[config.mk]
export PLATFORM = sky130hd
export DESIGN_NAME = thcattus_uart_tx_arbiter
export DESIGN_NICKNAME = d
export VERILOG_FILES = /design/src/rtl/thcattus_uart_tx_arbiter.sv
export SDC_FILE = /design/constraint.sdc
export NUM_CORES = 1
export LEC_CHECK = 0
export BUFFER_PORTS_ARGS = -buffer_cell sky130_fd_sc_hd__buf_2
export CAP_MARGIN = 20
export CORE_ASPECT_RATIO = 1.75
export CORE_MARGIN = 2
export CORE_UTILIZATION = 33
export CTS_CLUSTER_DIAMETER = 40
export CTS_CLUSTER_SIZE = 16
export DETAILED_ROUTE_END_ITERATION = 8
export PLACE_DENSITY = 0.84
export SETUP_SLACK_MARGIN = 0.02
export SYNTH_ARGS = -nofsm -noshare
export SYNTH_HDL_FRONTEND = slang
export SYNTH_SLANG_ARGS = --single-unit
[constraint.sdc]
create_clock -name axis_aclk -period 2 [get_ports axis_aclk]
set_clock_uncertainty 0.15 [all_clocks]
set_input_delay 0.4 -clock axis_aclk [delete_from_list [all_inputs] [get_ports axis_aclk]]
set_output_delay 0.4 -clock axis_aclk [all_outputs]
set_load 0.01 [all_outputs]
[src/rtl/thcattus_uart_tx_arbiter.sv]
// Round-robin AXI-Stream arbiter that shares one UART TX between several requesters.
// Grants are held per burst: released on tlast, a beat limit, or source idle timeout.
module thcattus_uart_tx_arbiter #(
   parameter  int NUM_PORTS    = 4,
   parameter  int DATA_WIDTH   = 4,
   parameter  int MAX_BURST    = 16,
   parameter  int IDLE_TIMEOUT = 64,
   localparam int IDW          = (NUM_PORTS > 2) ? $clog2(NUM_PORTS) : 1,
   localparam int DW           = DATA_WIDTH * 8
) (
   input  logic                    axis_aclk,
   input  logic                    axis_arestn,
   input  logic [NUM_PORTS-1:0]    s_axis_tvalid,
   output logic [NUM_PORTS-1:0]    s_axis_tready,
   input  logic [NUM_PORTS*DW-1:0] s_axis_tdata,
   input  logic [NUM_PORTS-1:0]    s_axis_tlast,
   output logic                    m_axis_tvalid,
   input  logic                    m_axis_tready,
   output logic [DW-1:0]           m_axis_tdata,
   output logic                    m_axis_tlast,
   output logic [IDW-1:0]          m_axis_tid,
   output logic                    grant_active
);

   localparam int BCW = $clog2(MAX_BURST) + 1;
   localparam int ICW = $clog2(IDLE_TIMEOUT) + 1;
   localparam logic [BCW-1:0] BEAT_LAST = BCW'(MAX_BURST - 1);
   localparam logic [ICW-1:0] IDLE_LAST = ICW'(IDLE_TIMEOUT - 1);
   localparam logic [IDW-1:0] RR_INIT   = IDW'(NUM_PORTS - 1);

   typedef enum logic {ST_IDLE, ST_XFER} state_t;

   state_t         r_state, w_state_next;
   logic [IDW-1:0] r_grant_id, w_grant_id_next;
   logic [IDW-1:0] r_rr_ptr, w_rr_ptr_next;
   logic [BCW-1:0] r_beat_cnt, w_beat_cnt_next;
   logic [ICW-1:0] r_idle_cnt, w_idle_cnt_next;

   logic           w_xfer, w_gnt_valid, w_gnt_last, w_hs, w_pick_found;
   logic [IDW-1:0] w_pick_id, w_idx;
   logic [DW-1:0]  w_gnt_data;

   assign w_xfer      = (r_state == ST_XFER);
   assign w_gnt_valid = s_axis_tvalid[r_grant_id];
   assign w_gnt_last  = s_axis_tlast[r_grant_id];
   assign w_gnt_data  = s_axis_tdata[r_grant_id*DW +: DW];
   assign w_hs        = w_xfer & w_gnt_valid & m_axis_tready;

   assign m_axis_tvalid = w_xfer & w_gnt_valid;
   assign m_axis_tdata  = w_gnt_data;
   assign m_axis_tlast  = w_gnt_last;
   assign m_axis_tid    = r_grant_id;
   assign grant_active  = w_xfer;

   always_comb begin
      s_axis_tready = '0;
      if (w_xfer) s_axis_tready[r_grant_id] = m_axis_tready;
   end

   // Scan from farthest to nearest so the port just after rr_ptr wins.
   always_comb begin
      w_pick_found = 1'b0;
      w_pick_id    = '0;
      w_idx        = '0;
      for (int k = NUM_PORTS; k >= 1; k--) begin
         w_idx = IDW'((int'(r_rr_ptr) + k) % NUM_PORTS);
         if (s_axis_tvalid[w_idx]) begin
            w_pick_found = 1'b1;
            w_pick_id    = w_idx;
         end
      end
   end

   always_comb begin
      w_state_next    = r_state;
      w_grant_id_next = r_grant_id;
      w_rr_ptr_next   = r_rr_ptr;
      w_beat_cnt_next = r_beat_cnt;
      w_idle_cnt_next = r_idle_cnt;
      case (r_state)
         ST_IDLE: begin
            if (w_pick_found) begin
               w_grant_id_next = w_pick_id;
               w_beat_cnt_next = '0;
               w_idle_cnt_next = '0;
               w_state_next    = ST_XFER;
            end
         end
         ST_XFER: begin
            if (w_hs) begin
               w_beat_cnt_next = r_beat_cnt + 1'b1;
               w_idle_cnt_next = '0;
               if (w_gnt_last || (r_beat_cnt == BEAT_LAST)) begin
                  w_rr_ptr_next = r_grant_id;
                  w_state_next  = ST_IDLE;
               end
            end else if (!w_gnt_valid) begin
               // Only source starvation ages the grant; sink backpressure does not.
               w_idle_cnt_next = r_idle_cnt + 1'b1;
               if (r_idle_cnt == IDLE_LAST) begin
                  w_rr_ptr_next = r_grant_id;
                  w_state_next  = ST_IDLE;
               end
            end
         end
         default: w_state_next = ST_IDLE;
      endcase
   end

   always_ff @(posedge axis_aclk or negedge axis_arestn) begin
      if (!axis_arestn) begin
         r_state    <= ST_IDLE;
         r_grant_id <= '0;
         r_rr_ptr   <= RR_INIT;
         r_beat_cnt <= '0;
         r_idle_cnt <= '0;
      end else begin
         r_state    <= w_state_next;
         r_grant_id <= w_grant_id_next;
         r_rr_ptr   <= w_rr_ptr_next;
         r_beat_cnt <= w_beat_cnt_next;
         r_idle_cnt <= w_idle_cnt_next;
      end
   end

endmodule

==> summary.txt <==
Drt total wl = 7.60 mm
RSZ-0062 raised after global routing = yes
Final core occ = 0.587
First-pass GRT wire length = 10.9 mm
Post-synthesis cell type count = 34
Avg Cell Area, Syn = 12.0 sq um
Root buf cell = clkbuf_8
Setup-failing EPs final = 46
Final HPWL DP = 6.66 mm
Post-Layout Cell Count = 401
Tot Pwr = 3.46 mW
Synth-to-layout area growth = 72.0%
Place WS = -0.0927 ns
CTS max path bufs = 2
Clk pin slew, worst setup/hold paths = 0.07 ns
WHS = 0.339 ns
Net count, final = 481
Startpoint types = register
Max-Cap Viols = 0
Hold Crit Start = r_beat_cnt[3]$_DFFE_PN0P_
Crit. End Element = output pin
Met2 routed WL = 3.81 mm
Worst EP arrival = 1.66 ns
Pin count of the biggest net entering global routing = 34
R2R depth = 6
IO Count = 180
H-tree levels = 1
Starting DRT DRC Count = 107
Mapped Nets = 291
Die width = 59.7 um
Gpl congestion = 0.919
Area leader, netlist = mux4_2
Clock Sinks = 17
Placed Cells = 386
Via/cell ratio = 5.53
HP Class = register to register
Flop and latch count out of synthesis = 17
Wire length per cell = 19.0 um
Final Hold Vio Count = 0
Synth warn = 0
Gr ovfl total = 0
Met1 WL = 2.44 mm
Total GRT Usage = 0.244
Initial DRT Pass Iterations = 4
CP max FO = 4
Row count = 35
Failing checks = setup timing
Initial antenna violation count = 10
Layout cells sized above 1 = 0.731
DR top layer = met5
Max Slew Vio Count = 0
Final worst path period share = 1.10
DR WL met3 = 1.14 mm
CTS tree = done
Fill count = 458
Status = finished with violations
LEAKAGE = 1.55 nW
Worst-Margin Slew = 0.438 ns
Max VDD drop = 0.730 mV
Slew headroom = 0.708
Share of the synthesized area in the top cell type = 0.427
Pwr per Cell Area = 1120 nW/um^2
Top cells by area, synth = mux4_2 (43%), dfrtp_1 (21%), nand3_1 (3.1%)
Count leader, synth = mux4_2
Core Box Area = 5260 sq um
Routed via count = 2,218
Synth top cells by count = mux4_2 (34), dfrtp_1 (15), nand3_1 (11), o21ai_0 (9), inv_1 (7)
Post-route DRC = 0
Worst-Skew Late Latency = 0.26 ns
Reg2reg setup slack = -0.13 ns
Post-synth ARST share = 1.00
Fmax = 0.453 GHz
PortBufs = 179
EDFF count, synth = 0
Clock buffer count from CTS = 3
Syn Std Cell Area = 1790 sq um
Crit path kind = register to output pin
Gate Count Post-Synth = 149
Vias in the first global route = 2,302
Seq/Total Area, Yosys = 0.238
Fin crit period = 2.21 ns
RR Endpoint = r_rr_ptr[1]$_DFFE_PN1P_
Post-route setup slack = -0.206 ns
Starting Density = 0.341
Hold endpoint = r_beat_cnt[3]$_DFFE_PN0P_
Final antenna-violating net count = 0
Post-synth top flop = dfrtp_1
DIE AREA = 6070 sq um
R2r startpoint = m_axis_tid[0]$_DFFE_PN0P_
CP required = 1.45 ns
Die Span Y = 102 um
WHS Path Cells = 1
==> metal layers <==
| metal | global-route usage | vias to the layer above |
|---|---|---|
| met5 | 0 | - |
| met4 | 0.0838 | 4 |
| met3 | 0.139 | 25 |
| met2 | 0.398 | 156 |
| met1 | 0.259 | 1028 |
| li1 | - | 1005 |
==> power breakdown <==
| group | internal, mW | switching [mW] |
|---|---|---|
| sequential | 0.464 | 0.145 |
| clock | 0.142 | 0.122 |
| combinational | 1.49 | 1.09 |
| total | 2.10 | 1.36 |
==> layout by cell type (no fill, tap or decap), types with 2 or more instances in the layout <==
master	count
buf_2	168
mux4_2	34
buf_6	14
dfrtp_1	13
nand3_1	11
buf_4	10
diode_2	8
o21ai_0	8
inv_1	7
nand2_1	6
a21oi_1	6
buf_12	5
nor2_1	4
mux2i_1	4
o31ai_1	4
nor3_1	3
and3_1	3
ha_1	3
clkbuf_8	3
nand2b_1	2
o22ai_1	2
mux2_4	2
or4_1	2
o211ai_1	2
dfrtp_2	2
dfstp_2	2
==> kinds of logic (layout without fill, tap and decap cells) <==
logic type,count (synthesis),in the layout,synth area share
muxes,40,40,0.462
and+or+nand+nor,40,40,0.123
AOI/OAI and AO/OA,28,28,0.108
buffers and inverters,21,210,0.0481
DFF,17,17,0.238
adders and majority gates,3,3,0.0209
other,0,8,0
==> what timing repair did <==
action | 4_1_cts | 5_1_grt
hold endpoints to repair | 15 | 0
resized for setup | 18 | 11
setup buffers | 2 | 0
hold buffers | 1 | 0
setup endpoints to repair | 39 | 50
pin swaps | 5 | 0
==> worst max path at each step <==
| stage | start | slack, ns | endpoint |
|---|---|---|---|
| 6_report | m_axis_tid[0]$_DFFE_PN0P_ | -0.21 | m_axis_tvalid |
| 5_1_grt | m_axis_tid[0]$_DFFE_PN0P_ | -0.25 | m_axis_tvalid |
| 4_1_cts | m_axis_tid[0]$_DFFE_PN0P_ | -0.20 | m_axis_tvalid |
| 3_5_place_dp | s_axis_tvalid[0] | -0.09 | r_idle_cnt[5]$_DFFE_PN0P_ |
| 3_3_place_gp | s_axis_tvalid[1] | -0.05 | r_rr_ptr[0]$_DFFE_PN1P_ |
| 2_1_floorplan | m_axis_tid[1]$_DFFE_PN0P_ | -0.04 | m_axis_tdata[0] |
==> per-stage QoR <==
step	cell area (sq um)	TNS, ns
3_5_place_dp	2850	-0.400
5_1_grt	3080	-8.57
6_report	3090	-5.61
2_1_floorplan	1810	-0.739
4_1_cts	3010	-5.71
3_3_place_gp	2850	-0.161
==> critical path, stage by stage, from the launching register on <==
cell	delay (ns)
dfrtp_2	0.44
mux4_2	0.54
buf_6	0.14
and2_1	0.14
buf_2	0.13
==> area by class of cell <==
type	count	area [sq um]	area share
well taps	55	68.8	0.0223
diodes	8	20.0	0.00649
multi-input cells	111	1300	0.420
inverters	7	26.3	0.00851
repair buffers	199	1200	0.388
flip-flops and latches	17	430	0.139
clock buffers	4	45.0	0.0146
==> sequential cells by signal, summed over array words and instances (netlist names) <==
| name | cells |
|---|---|
| r_idle_cnt | 7 |
| m_axis_tid | 2 |
| r_rr_ptr | 2 |
| r_beat_cnt | 5 |
| grant_active | 1 |
(Power assumes the default switching activity.)
